[config.mk]
export PLATFORM = sky130hd
export DESIGN_NAME = ctrl_pipe_hazard_flat
export DESIGN_NICKNAME = d
export VERILOG_FILES = /design/src/rtl/ctrl_pipe_hazard_pkg.sv /design/src/rtl/ctrl_pipe_hazard_if.sv /design/src/rtl/ctrl_pipe_hazard_fwd_unit.sv /design/src/rtl/ctrl_pipe_hazard.sv /design/src/flat_wrapper.sv
export SDC_FILE = /design/constraint.sdc
export NUM_CORES = 1
export LEC_CHECK = 0
export CAP_MARGIN = 20
export CORE_AREA = 2 2 73 82
export DETAILED_ROUTE_END_ITERATION = 7
export DIE_AREA = 0 0 75 84
export HOLD_SLACK_MARGIN = 0.02
export PLACE_DENSITY = 0.84
export SLEW_MARGIN = 20
export SYNTH_ARGS = -nofsm -noshare
export SYNTH_HDL_FRONTEND = slang
export SYNTH_SLANG_ARGS = --single-unit
[constraint.sdc]
create_clock -name clk -period 1.8 [get_ports clk]
set_clock_uncertainty 0.05 [all_clocks]
set_input_delay 0.18 -clock clk [delete_from_list [all_inputs] [get_ports clk]]
set_output_delay 0.18 -clock clk [all_outputs]
set_load 0.02 [all_outputs]
[src/rtl/ctrl_pipe_hazard_pkg.sv]
// ctrl_pipe_pkg: control-bit indices, bubble constants and forwarding-select encodings for ctrl_pipe_hazard.
package ctrl_pipe_pkg;
  localparam int EXE_REGDST = 0;
  localparam int EXE_ALUSRC = 1;
  localparam int EXE_ALUOP = 2;
  localparam int MEM_READ = 0;
  localparam int MEM_WRITE = 1;
  localparam int MEM_BRANCH = 2;
  localparam int WB_REGWRITE = 0;
  localparam int WB_MEM2REG = 1;
  localparam logic [3:0] BUBBLE_EXE = 4'b0000;
  localparam logic [2:0] BUBBLE_MEM = 3'b000;
  localparam logic [1:0] BUBBLE_WB = 2'b00;
  typedef enum logic [1:0] {
    FWD_RF    = 2'b00,
    FWD_MEMWB = 2'b01,
    FWD_EXMEM = 2'b10
  } fwd_sel_e;
endpackage

[src/rtl/ctrl_pipe_hazard_if.sv]
// ctrl_pipe_hazard_if: ID-side inputs and stage-qualified control outputs of ctrl_pipe_hazard.
// Statistics counters exist only when CTRL_PIPE_STATS_EN is defined.
interface ctrl_pipe_hazard_if #(
  parameter int REG_AW = 5
`ifdef CTRL_PIPE_STATS_EN
  , parameter int CNT_W = 16
`endif
);
  logic [31:0]       id_instr;
  logic [3:0]        id_ctrl_exe;
  logic [2:0]        id_ctrl_mem;
  logic [1:0]        id_ctrl_wb;
  logic              id_jump;
  logic              id_exception;
  logic [1:0]        id_datamem;
  logic [1:0]        id_reg2;
  logic              ex_branch_taken;
  logic [3:0]        ex_ctrl_exe;
  logic [REG_AW-1:0] ex_dst;
  logic [2:0]        mem_ctrl_mem;
  logic [1:0]        mem_datamem;
  logic [1:0]        mem_reg2;
  logic [REG_AW-1:0] mem_dst;
  logic [1:0]        wb_ctrl_wb;
  logic [REG_AW-1:0] wb_dst;
  logic              stall;
  logic              flush_if_id;
  logic [1:0]        fwd_a;
  logic [1:0]        fwd_b;
  logic              exc_valid;
`ifdef CTRL_PIPE_STATS_EN
  logic [CNT_W-1:0]  stall_cnt;
  logic [CNT_W-1:0]  flush_cnt;
`endif
  modport master (
    output id_instr, id_ctrl_exe, id_ctrl_mem, id_ctrl_wb, id_jump, id_exception,
           id_datamem, id_reg2, ex_branch_taken,
    input  ex_ctrl_exe, ex_dst, mem_ctrl_mem, mem_datamem, mem_reg2, mem_dst,
           wb_ctrl_wb, wb_dst, stall, flush_if_id, fwd_a, fwd_b, exc_valid
`ifdef CTRL_PIPE_STATS_EN
           , stall_cnt, flush_cnt
`endif
  );
  modport slave (
    input  id_instr, id_ctrl_exe, id_ctrl_mem, id_ctrl_wb, id_jump, id_exception,
           id_datamem, id_reg2, ex_branch_taken,
    output ex_ctrl_exe, ex_dst, mem_ctrl_mem, mem_datamem, mem_reg2, mem_dst,
           wb_ctrl_wb, wb_dst, stall, flush_if_id, fwd_a, fwd_b, exc_valid
`ifdef CTRL_PIPE_STATS_EN
           , stall_cnt, flush_cnt
`endif
  );
endinterface

[src/rtl/ctrl_pipe_hazard_fwd_unit.sv]
// ctrl_fwd_unit: combinational forwarding select for the EX-stage source registers.
module ctrl_fwd_unit
  import ctrl_pipe_pkg::*;
#(
  parameter int REG_AW = 5
) (
  input  logic [REG_AW-1:0] i_ex_rs,
  input  logic [REG_AW-1:0] i_ex_rt,
  input  logic              i_mem_we,
  input  logic [REG_AW-1:0] i_mem_dst,
  input  logic              i_wb_we,
  input  logic [REG_AW-1:0] i_wb_dst,
  output logic [1:0]        o_fwd_a,
  output logic [1:0]        o_fwd_b
);
  // The younger EX/MEM result shadows MEM/WB; a zero destination never matches.
  function automatic fwd_sel_e pick(input logic [REG_AW-1:0] src, input logic mem_we,
                                    input logic [REG_AW-1:0] mem_dst, input logic wb_we,
                                    input logic [REG_AW-1:0] wb_dst);
    return (mem_we && mem_dst != '0 && mem_dst == src) ? FWD_EXMEM :
           (wb_we && wb_dst != '0 && wb_dst == src) ? FWD_MEMWB : FWD_RF;
  endfunction
  assign o_fwd_a = pick(i_ex_rs, i_mem_we, i_mem_dst, i_wb_we, i_wb_dst);
  assign o_fwd_b = pick(i_ex_rt, i_mem_we, i_mem_dst, i_wb_we, i_wb_dst);
endmodule

[src/rtl/ctrl_pipe_hazard.sv]
// ctrl_pipe_hazard: ID/EX, EX/MEM, MEM/WB control pipeline with stall/flush/exception handling and forwarding.
// Define CTRL_PIPE_STATS_EN to add saturating stall_cnt/flush_cnt outputs.
module ctrl_pipe_hazard
  import ctrl_pipe_pkg::*;
#(
  parameter int REG_AW = 5
`ifdef CTRL_PIPE_STATS_EN
  , parameter int CNT_W = 16
`endif
) (
  input logic              clk,
  input logic              rst_n,
  ctrl_pipe_hazard_if.slave bus
);
  logic [REG_AW-1:0] w_id_rs, w_id_rt, w_id_rd, w_id_dst;
  logic              w_hz, w_bt, w_bubble, w_stall, w_flush;
  logic [3:0]        r_ex_exe;
  logic [2:0]        r_ex_mem;
  logic [1:0]        r_ex_wb, r_ex_datamem, r_ex_reg2;
  logic [REG_AW-1:0] r_ex_dst, r_ex_rs, r_ex_rt;
  logic [2:0]        r_mem_mem;
  logic [1:0]        r_mem_wb, r_mem_datamem, r_mem_reg2;
  logic [REG_AW-1:0] r_mem_dst;
  logic [1:0]        r_wb_wb;
  logic [REG_AW-1:0] r_wb_dst;
  logic              r_exc;
  assign w_id_rs  = bus.id_instr[21 +: REG_AW];
  assign w_id_rt  = bus.id_instr[16 +: REG_AW];
  assign w_id_rd  = bus.id_instr[11 +: REG_AW];
  assign w_id_dst = bus.id_ctrl_exe[EXE_REGDST] ? w_id_rd : w_id_rt;
  assign w_hz     = r_ex_mem[MEM_READ] && r_ex_dst != '0 && (r_ex_dst == w_id_rs || r_ex_dst == w_id_rt);
  assign w_bt     = bus.ex_branch_taken;
  // Order of precedence: branch redirect, exception, load-use stall, jump.
  assign w_bubble = w_bt || bus.id_exception || w_hz;
  assign w_stall  = w_hz && !w_bt && !bus.id_exception;
  assign w_flush  = w_bt || bus.id_exception || (bus.id_jump && !w_hz);
  always_ff @(posedge clk or negedge rst_n) begin
    if (!rst_n) begin
      r_ex_exe      <= BUBBLE_EXE;
      r_ex_mem      <= BUBBLE_MEM;
      r_ex_wb       <= BUBBLE_WB;
      r_ex_datamem  <= '0;
      r_ex_reg2     <= '0;
      r_ex_dst      <= '0;
      r_ex_rs       <= '0;
      r_ex_rt       <= '0;
      r_mem_mem     <= BUBBLE_MEM;
      r_mem_wb      <= BUBBLE_WB;
      r_mem_datamem <= '0;
      r_mem_reg2    <= '0;
      r_mem_dst     <= '0;
      r_wb_wb       <= BUBBLE_WB;
      r_wb_dst      <= '0;
      r_exc         <= 1'b0;
    end else begin
      r_ex_exe      <= w_bubble ? BUBBLE_EXE : bus.id_ctrl_exe;
      r_ex_mem      <= w_bubble ? BUBBLE_MEM : bus.id_ctrl_mem;
      // A jump travels down the pipe but must never write the register file.
      r_ex_wb       <= w_bubble ? BUBBLE_WB : (bus.id_ctrl_wb & ~{1'b0, bus.id_jump});
      r_ex_datamem  <= w_bubble ? 2'b00 : bus.id_datamem;
      r_ex_reg2     <= w_bubble ? 2'b00 : bus.id_reg2;
      r_ex_dst      <= w_bubble ? '0 : w_id_dst;
      r_ex_rs       <= w_bubble ? '0 : w_id_rs;
      r_ex_rt       <= w_bubble ? '0 : w_id_rt;
      r_mem_mem     <= r_ex_mem;
      r_mem_wb      <= r_ex_wb;
      r_mem_datamem <= r_ex_datamem;
      r_mem_reg2    <= r_ex_reg2;
      r_mem_dst     <= r_ex_dst;
      r_wb_wb       <= r_mem_wb;
      r_wb_dst      <= r_mem_dst;
      r_exc         <= bus.id_exception && !w_bt;
    end
  end
  ctrl_fwd_unit #(.REG_AW(REG_AW)) u_fwd (
    .i_ex_rs  (r_ex_rs),
    .i_ex_rt  (r_ex_rt),
    .i_mem_we (r_mem_wb[WB_REGWRITE]),
    .i_mem_dst(r_mem_dst),
    .i_wb_we  (r_wb_wb[WB_REGWRITE]),
    .i_wb_dst (r_wb_dst),
    .o_fwd_a  (bus.fwd_a),
    .o_fwd_b  (bus.fwd_b)
  );
  assign bus.ex_ctrl_exe  = r_ex_exe;
  assign bus.ex_dst       = r_ex_dst;
  assign bus.mem_ctrl_mem = r_mem_mem;
  assign bus.mem_datamem  = r_mem_datamem;
  assign bus.mem_reg2     = r_mem_reg2;
  assign bus.mem_dst      = r_mem_dst;
  assign bus.wb_ctrl_wb   = r_wb_wb;
  assign bus.wb_dst       = r_wb_dst;
  assign bus.stall        = w_stall;
  assign bus.flush_if_id  = w_flush;
  assign bus.exc_valid    = r_exc;
`ifdef CTRL_PIPE_STATS_EN
  logic [CNT_W-1:0] r_stall_cnt, r_flush_cnt;
  always_ff @(posedge clk or negedge rst_n) begin
    if (!rst_n) begin
      r_stall_cnt <= '0;
      r_flush_cnt <= '0;
    end else begin
      if (w_stall && !(&r_stall_cnt)) r_stall_cnt <= r_stall_cnt + 1'b1;
      if (w_flush && !(&r_flush_cnt)) r_flush_cnt <= r_flush_cnt + 1'b1;
    end
  end
  assign bus.stall_cnt = r_stall_cnt;
  assign bus.flush_cnt = r_flush_cnt;
`endif
endmodule

[src/flat_wrapper.sv]
// flat-port wrapper written by rule: the top's interface ports become plain ports
module ctrl_pipe_hazard_flat import ctrl_pipe_pkg::*;
#(
  parameter int REG_AW = 5

)
  (clk, rst_n, bus_id_instr, bus_id_ctrl_exe, bus_id_ctrl_mem, bus_id_ctrl_wb, bus_id_jump, bus_id_exception, bus_id_datamem, bus_id_reg2, bus_ex_branch_taken, bus_ex_ctrl_exe, bus_ex_dst, bus_mem_ctrl_mem, bus_mem_datamem, bus_mem_reg2, bus_mem_dst, bus_wb_ctrl_wb, bus_wb_dst, bus_stall, bus_flush_if_id, bus_fwd_a, bus_fwd_b, bus_exc_valid);
  ctrl_pipe_hazard_if #(.REG_AW(REG_AW)) bus_i ();
  input logic clk;
  input logic rst_n;
  input wire logic [$bits(bus_i.id_instr)-1:0] bus_id_instr;
  input wire logic [$bits(bus_i.id_ctrl_exe)-1:0] bus_id_ctrl_exe;
  input wire logic [$bits(bus_i.id_ctrl_mem)-1:0] bus_id_ctrl_mem;
  input wire logic [$bits(bus_i.id_ctrl_wb)-1:0] bus_id_ctrl_wb;
  input wire logic [$bits(bus_i.id_jump)-1:0] bus_id_jump;
  input wire logic [$bits(bus_i.id_exception)-1:0] bus_id_exception;
  input wire logic [$bits(bus_i.id_datamem)-1:0] bus_id_datamem;
  input wire logic [$bits(bus_i.id_reg2)-1:0] bus_id_reg2;
  input wire logic [$bits(bus_i.ex_branch_taken)-1:0] bus_ex_branch_taken;
  output wire logic [$bits(bus_i.ex_ctrl_exe)-1:0] bus_ex_ctrl_exe;
  output wire logic [$bits(bus_i.ex_dst)-1:0] bus_ex_dst;
  output wire logic [$bits(bus_i.mem_ctrl_mem)-1:0] bus_mem_ctrl_mem;
  output wire logic [$bits(bus_i.mem_datamem)-1:0] bus_mem_datamem;
  output wire logic [$bits(bus_i.mem_reg2)-1:0] bus_mem_reg2;
  output wire logic [$bits(bus_i.mem_dst)-1:0] bus_mem_dst;
  output wire logic [$bits(bus_i.wb_ctrl_wb)-1:0] bus_wb_ctrl_wb;
  output wire logic [$bits(bus_i.wb_dst)-1:0] bus_wb_dst;
  output wire logic [$bits(bus_i.stall)-1:0] bus_stall;
  output wire logic [$bits(bus_i.flush_if_id)-1:0] bus_flush_if_id;
  output wire logic [$bits(bus_i.fwd_a)-1:0] bus_fwd_a;
  output wire logic [$bits(bus_i.fwd_b)-1:0] bus_fwd_b;
  output wire logic [$bits(bus_i.exc_valid)-1:0] bus_exc_valid;
  assign bus_i.id_instr = bus_id_instr;
  assign bus_i.id_ctrl_exe = bus_id_ctrl_exe;
  assign bus_i.id_ctrl_mem = bus_id_ctrl_mem;
  assign bus_i.id_ctrl_wb = bus_id_ctrl_wb;
  assign bus_i.id_jump = bus_id_jump;
  assign bus_i.id_exception = bus_id_exception;
  assign bus_i.id_datamem = bus_id_datamem;
  assign bus_i.id_reg2 = bus_id_reg2;
  assign bus_i.ex_branch_taken = bus_ex_branch_taken;
  assign bus_ex_ctrl_exe = bus_i.ex_ctrl_exe;
  assign bus_ex_dst = bus_i.ex_dst;
  assign bus_mem_ctrl_mem = bus_i.mem_ctrl_mem;
  assign bus_mem_datamem = bus_i.mem_datamem;
  assign bus_mem_reg2 = bus_i.mem_reg2;
  assign bus_mem_dst = bus_i.mem_dst;
  assign bus_wb_ctrl_wb = bus_i.wb_ctrl_wb;
  assign bus_wb_dst = bus_i.wb_dst;
  assign bus_stall = bus_i.stall;
  assign bus_flush_if_id = bus_i.flush_if_id;
  assign bus_fwd_a = bus_i.fwd_a;
  assign bus_fwd_b = bus_i.fwd_b;
  assign bus_exc_valid = bus_i.exc_valid;
  ctrl_pipe_hazard #(.REG_AW(REG_AW)) u_core (.clk(clk), .rst_n(rst_n), .bus(bus_i));
endmodule
==> results of run 1 <==
## metrics by stage
| stage | util [%] | area (sq um) |
|---|---|---|
| CTS | 63.4 | 3520 |
| floorplan | - | 2090 |
| global route | 64.9 | 3600 |
| detailed placement | 56.1 | 3110 |
| finish | 64.9 | 3600 |
| global placement | 56.1 | 3110 |
## per-layer routing
metal / vias up / track usage (%) / part of all wire [%]
met4: 0 / 7.47 / 2.4
met5: - / 0 / 0
li1: 803 / - / -
met2: 55 / 33.5 / 54
met3: 12 / 4.35 / 4.6
met1: 844 / 21.3 / 39
## power by group
part	total [W]	internal, W	switching [W]
combinational	0.000524	0.000274	0.000251
clock	0.000655	0.000274	0.000382
sequential	0.00120	0.00117	0.0000327
total	0.00238	0.00172	0.000665
## logic make-up (layout without fill, tap and decap cells)
kind of cell / count (synthesis) / after routing / share of synthesized area, %
simple gates: 42 / 42 / 10.0
mux: 5 / 5 / 2.49
buf+inv: 10 / 123 / 2.43
flops: 50 / 50 / 62.2
compound gates: 33 / 33 / 9.83
xor+xnor: 30 / 30 / 13.1
## flip-flops by register name (all words and copies together), names as in the netlist
register and count:
u_core.r_ex_rs 5, u_core.bus.mem_ctrl_mem 3, u_core.bus.wb_ctrl_wb 2, u_core.r_mem_wb 2, u_core.bus.mem_dst 5, u_core.bus.ex_ctrl_exe 4, u_core.r_ex_datamem 2, u_core.bus.exc_valid 1
u_core.r_ex_mem 3, u_core.r_ex_wb 2, u_core.bus.mem_datamem 2, u_core.bus.mem_reg2 2, u_core.bus.wb_dst 5, u_core.r_ex_reg2 2, u_core.r_ex_rt 5, u_core.bus.ex_dst 5
## cell type report
class	count	area (sq um)	share of cell area, %
clock buffers	5	68.8	1.91
multi-input cells	110	1060	29.4
repair buffers	115	1090	30.3
well taps	77	96.3	2.68
clock inverters	3	21.3	0.591
flip-flops and latches	50	1260	35.1
## worst max-delay path: stages, from the launching register on
cell and delay, ps:
dfrtp_2 410, or4_4 130, o21ai_2 60, buf_4 130, or4_4 420, nor4_4 270, buf_4 170
## timing repair
| item | CTS | global route |
|---|---|---|
| endpoints found under the setup margin | 11 | 35 |
| gates resized for setup | 78 | 19 |
| pin swaps | 18 | 13 |
| setup buffers | 3 | 6 |
| hold buffers | 1 | 0 |
| endpoints found under the hold margin | 23 | 0 |
| cloned | 1 | 0 |
## final timing paths
path / end / slack, ps / depth (start not counted)
setup / recovery: bus_fwd_b[0] / -340 / 6
hold / removal: u_core.bus.mem_ctrl_mem[1] / 300 / 0
setup reg to reg: u_core.bus.ex_dst[3] / -90 / 5
hold reg to reg: u_core.bus.mem_ctrl_mem[1] / 300 / 0
max in group asynchronous: u_core.bus.wb_dst[4] / 800 / 3
min in group asynchronous: u_core.r_ex_reg2[1] / 340 / 2
## cell usage in the layout, fill, tap and decap left out, types with 2 or more instances in the layout
cell type | synthesis | routed
clkdlybuf4s50_1 | 0 | 60
buf_4 | 1 | 40
dfrtp_1 | 50 | 40
nand2_1 | 24 | 24
xor2_1 | 14 | 14
a21oi_2 | 0 | 12
xnor2_1 | 16 | 10
a21oi_1 | 23 | 10
dfrtp_2 | 0 | 10
buf_6 | 1 | 9
mux2i_1 | 5 | 5
a2111oi_4 | 0 | 5
clkbuf_8 | 0 | 5
or4_4 | 0 | 4
xnor2_2 | 0 | 4
nor4_4 | 0 | 4
buf_12 | 0 | 3
nand3_1 | 4 | 2
nand3_2 | 0 | 2
xnor2_4 | 0 | 2
==> summary.md, run 1 <==
| Metric | Value |
|---|---|
| # Max-Cap Violations | 0 |
| Worst Setup Path Type | reg -> out |
| Final setup fails | 17 |
| Longest Clk Path Bufs | 2 |
| Clock transition at path regs | 90 ps |
| Worst Setup SP | u_core.bus.wb_dst[1] |
| Syn Nets | 220 |
| Hold Startpoint | u_core.r_ex_mem[1] |
| Crit path launch type | flip-flop |
| #FFs+latches synth | 50 |
| Avg Inst Size Synth | 11.8 sq um |
| Synth Instances | 170 |
| H-tree Lvls | 2 |
| Final Hold Viols | 0 |
| Dpl ws | -543 ps |
| Violated checks | setup timing |
| Max IR drop VDD | about 540 uV |
| Wire length per cell | roughly 16 um |
| DIE WIDTH | 75 um |
| Routed Antenna Nets | 0 |
| Via count of the first global-routing pass | 1849 |
| Avg Vias per Cell | 4.76 |
| Run status | finished, violations left |
| CTS tree | yes |
| 1st-pass router iterations | 4 |
| PD cells | around 660 nW/um^2 |
| Sequential area share after synthesis | 62.2% |
| Hold Crit Class | reg -> reg |
| Tcrit/Tclk final | 119% |
| Design Power | around 0.0024 W |
| Drc violations | 0 |
| GRT Total Usage | a little under a fifth |
| Top-count cell post-synth | dfrtp_1 |
| Critical path data arrival time | 1910 ps |
| Fillers | 422 |
| Post-synthesis cell type count | 25 |
| # rows | 29 |
| Required time of the critical path | 1570 ps |
| Top cells by area, synth | dfrtp_1, xnor2_1, xor2_1, a21oi_1, nand2_1 |
| Die height | ~84 um |
| Post-synth top flop | dfrtp_1 |
| Post-Route WL | around 5600 um |
| Core box area | approximately 5600 sq um |
| Layout cell share with drive strength beyond 1 | about 40% |
| Non-Filler Instances | 360 |
| Largest net degree at the start of global routing | 28 |
| Area grow syn2layout | 79.0% |
| Worst slew margin | 61.9% |
| Leakage | 1.56 nW |
| Ys async rst share | between 90% and 100% |
| Worst skew pair latency | 300 ps |
| Effective utilization at floorplan | 36.2% |
| Cells after DPL | 343 |
| Total gr overflow | 0 |
| Number of enable flip-flop cells after synthesis | 0 |
| Synth Warn # | 0 |
| WHS | 303 ps |
| IO Port Bufs | between 60 and 70 |
| Largest area contributor in the netlist | dfrtp_1 |
| CP max FO | 4 |
| Boundary pin count | 85 |
| Post-Synthesis Cell Area | slightly above 2000 sq um |
| Max Clk Rate | 468 MHz |
| Element type at the critical path end | output pin |
| Worst reg2reg startpoint | u_core.bus.ex_dst[0] |
| Setup WS post-layout | -336 ps |
| Worst Tran Pin Value | 571 ps |
| Setup_tns | -2010 ps |
| Routability cong. | 0.841 |
| Slew Limit Fails | 0 |
| Die area | ~6300 sq um |
| Global-route wire length before repair | 8850 um |
| Fin nets | 332 |
| Antenna Cells | 0 |
| Sink Count | 50 |
| CTS root buf | clkbuf_8 |
| Clock buffer count from CTS | 5 |
| Post-synth top cells | dfrtp_1, nand2_1, a21oi_1, xnor2_1, xor2_1 |
| DR iter-0 viols | 67 |
| HPWL after DPL | 3840 um |
| Min cycle time layout | about 2100 ps |
| Post-synth top area share | a little over 60% |
| Antenna violations before repair | 0 |
| DR vias | 1714 |
| RSZ-0062 raised after global routing | yes |
No activity file was read; power rests on OpenSTA's default activity.
==> run 2, diff against run 1 <==
Settings changed: ABC_AREA from default to 1, ABC_CLOCK_PERIOD_IN_PS from default to 1800.
==> run 2 against run 1 <==
The run now ends clean. Count of clock-buffer cells in the layout is the same. Critical path depth shrank 3. Largest cell class unchanged. Die area is the same. Highest routed layer unchanged.
==> summary.md, run 2 <==
| Metric | Value |
|---|---|
| Post-Route WL | 4430 um (-22%) |
| PD cells | 715 nW/um^2 (+8.1%) |
| GRT Total Usage | 15.5% (-3.5 points) |
| Post-synthesis cell type count | 19 (-24%) |
| Worst skew pair latency | 300 ps (about the same) |
| Global-route wire length before repair | 7290 um (-18%) |
| Layout cell share with drive strength beyond 1 | 21.8% (-18 points) |
| Hold Crit Class | reg -> reg |
| Commonest non-fill, non-tap cell in the layout | clkdlybuf4s50_1 |
| Slew Limit Fails | 0 (unchanged) |
| Top-count cell post-synth | dfrtp_1 |
| Max IR drop VDD | 467 uV (-14%) |
| Worst slew margin | 74.0% (+12 points) |
| Longest Clk Path Bufs | 2 (unchanged) |
| #FFs+latches synth | 50 (unchanged) |
| Non-Filler Instances | 384 (+6.7%) |
| # rows | 29 (unchanged) |
| Commonest non-fill, non-tap cells in the layout | clkdlybuf4s50_1, dfrtp_1, nor2_1 |
| CTS tree | yes |
| Largest net degree at the start of global routing | 51 (+82%) |
| Min cycle time layout | 1750 ps (-385 ps) |
| Fin nets | 356 (+7.2%) |
| DR vias | 1626 (-5.1%) |
| Drc violations | 0 (unchanged) |
| Ys async rst share | 100% (unchanged) |
| Clock buffer count from CTS | 5 (unchanged) |
| Synth Warn # | 0 (unchanged) |
| Effective utilization at floorplan | 36.3% (+0.090 points) |
| Run status | finished, final reports clean |
| Required time of the critical path | 1570 ps (about the same) |
| Internal reg-to-reg setup slack | 240 ps (+330 ps) |
| Avg Vias per Cell | 4.23 (-11%) |
| # Max-Cap Violations | 0 (unchanged) |
| Avg Inst Size Synth | 9.84 sq um (-17%) |
| Cells after DPL | 372 (+8.5%) |
| Post-synth top flop | dfrtp_1 |
| Total gr overflow | 0 (unchanged) |
| Tcrit/Tclk final | 97.3% (-21 points) |
| Sequential area share after synthesis | 62.0% (-0.15 points) |
| Worst Setup Path Type | reg -> out |
| Number of enable flip-flop cells after synthesis | 0 (unchanged) |
| Largest area contributor in the netlist | dfrtp_1 |
| Element type at the critical path end | output pin |
| Routed Antenna Nets | 0 (unchanged) |
| Boundary pin count | 85 (unchanged) |
| CP max FO | 4 (unchanged) |
| Final Hold Viols | 0 (unchanged) |
| Top cells by area, synth | dfrtp_1, nor2_1, xnor2_1, inv_1, nand2_1 |
| CTS root buf | clkbuf_8 |
| Syn Nets | 255 (+16%) |
| Antenna violations before repair | 0 (unchanged) |
| WHS | 298 ps (-4.80 ps) |
| Max Clk Rate | 571 MHz (+22%) |
| Antenna Cells | 0 (unchanged) |
| IO Port Bufs | 67 (unchanged) |
| Leakage | 1.63 nW (+4.5%) |
| H-tree Lvls | 2 (unchanged) |
| HPWL after DPL | 3440 um (-10%) |
| Routability cong. | 0.902 (+7.3%) |
| Utilization after layout | 56.5% (-8.4 points) |
| Sink Count | 50 (unchanged) |
| Die height | 84 um (unchanged) |
| Synth Instances | 205 (+21%) |
| DIE WIDTH | 75 um (unchanged) |
| Via count of the first global-routing pass | 1675 (-9.4%) |
| Post-synth top cells | dfrtp_1, nor2_1, inv_1, nand2_1, xnor2_1 |
| 1st-pass router iterations | 4 (unchanged) |
| Area grow syn2layout | 55.5% |
| Die area | 6300 sq um (unchanged) |
| Wire length per cell | 11.5 um (-26%) |
| Clock transition at path regs | 90 ps (about the same) |
| Core box area | 5550 sq um (unchanged) |
| Fillers | 475 (+13%) |
| Final setup fails | 0 (-17) |
| RSZ-0062 raised after global routing | yes |
| Post-synth top area share | 62.0% (-0.15 points) |
| DR iter-0 viols | 63 (-6.0%) |
| Critical path data arrival time | 1520 ps (-390 ps) |
| Worst Tran Pin Value | 389 ps (-182 ps) |
| Post-Synthesis Cell Area | 2020 sq um (+0.25%) |
| Crit path launch type | flip-flop |
run 2: changes by cell type in the layout (fill, tap and decap cells not counted), moves of 5 or more:
| cell | delta |
|---|---|
| inv_1 | +29 |
| dfrtp_1 | +8 |
| dfrtp_2 | -8 |
| a21oi_2 | -12 |
| nand4_1 | +5 |
| buf_6 | -7 |
| a2111oi_4 | -5 |
| xor2_1 | -6 |
| nor2_1 | +43 |
| mux2i_1 | -5 |
| a21oi_1 | -5 |
| buf_4 | -11 |
run 2: critical path, stage by stage (launching register included):
cell and delay, ps:
dfrtp_1 400, buf_4 130, buf_4 100, clkdlybuf4s50_1 590
run 2: cell families after synthesis:
logic type	Yosys count	share of synthesized area [%]
and+or+nand+nor	89	18.4
buffers and inverters	36	8.00
DFF	50	62.0
AOI/OAI and AO/OA	8	1.98
xor gates and xnor gates	22	9.55
run 2: through the flow:
step / TNS, ps / worst slack [ps] / area [sq um] / total power (W)
floorplan: 0 / 10.9 / 2020 / 0.00137
global placement: -792 / -312 / 2970 / 0.00158
detailed placement: -1650 / -349 / 2970 / 0.00159
CTS: 0 / 15.4 / 3090 / 0.00226
global route: -237 / -73.1 / 3140 / 0.00236
finish: 0 / 49.2 / 3140 / 0.00224
run 2: cell type report:
class / count / area, sq um / area share [%]
Multi-Input combinational cell: 119 / 661 / 21.1
Timing Repair Buffer: 98 / 913 / 29.1
Inverter: 32 / 120 / 3.83
Sequential cell: 50 / 1250 / 40.0
Clock buffer: 5 / 68.8 / 2.19
Clock inverter: 3 / 23.8 / 0.758
Tap cell: 77 / 96.3 / 3.07
run 2: what timing repair did:
action,4_1_cts,5_1_grt
resized for setup,29,21
hold endpoints to repair,50,0
pin swaps,3,7
setup endpoints to repair,6,7
setup buffers,3,0
hold buffers,1,0
cloned,0,0
run 2: power by group:
group | internal [W] | switching (W) | total (W)
logic | 0.000210 | 0.000177 | 0.000387
clock network | 0.000278 | 0.000376 | 0.000654
registers | 0.00117 | 0.0000351 | 0.00120
total | 0.00165 | 0.000588 | 0.00224
run 2: final timing paths:
path                                      startpoint                   end  depth (start not counted)
min in group asynchronous                      rst_n  u_core.bus.wb_dst[1]                          3
max in group asynchronous                      rst_n  u_core.bus.ex_dst[2]                          3
worst min register to register     u_core.r_ex_wb[0]    u_core.r_mem_wb[0]                          0
worst max register to register  u_core.bus.ex_dst[1]  u_core.bus.ex_dst[2]                         11
worst min-delay path               u_core.r_ex_wb[0]    u_core.r_mem_wb[0]                          0
worst max-delay path            u_core.bus.ex_dst[1]         bus_ex_dst[1]                          3
run 2: per-layer routing:
metal,up-vias,share of wire (%),GRT usage [%]
li1,813,-,-
met1,758,38,16.8
met2,42,54,26.9
met3,13,4.6,3.50
met4,0,3.1,8.44
met5,-,0,0
==> run 3, diff against run 2 <==
Settings changed: CAP_MARGIN 20 to default.
==> results of run 3 <==
The final DEF is identical to that of run 2; final timing and power are the same.
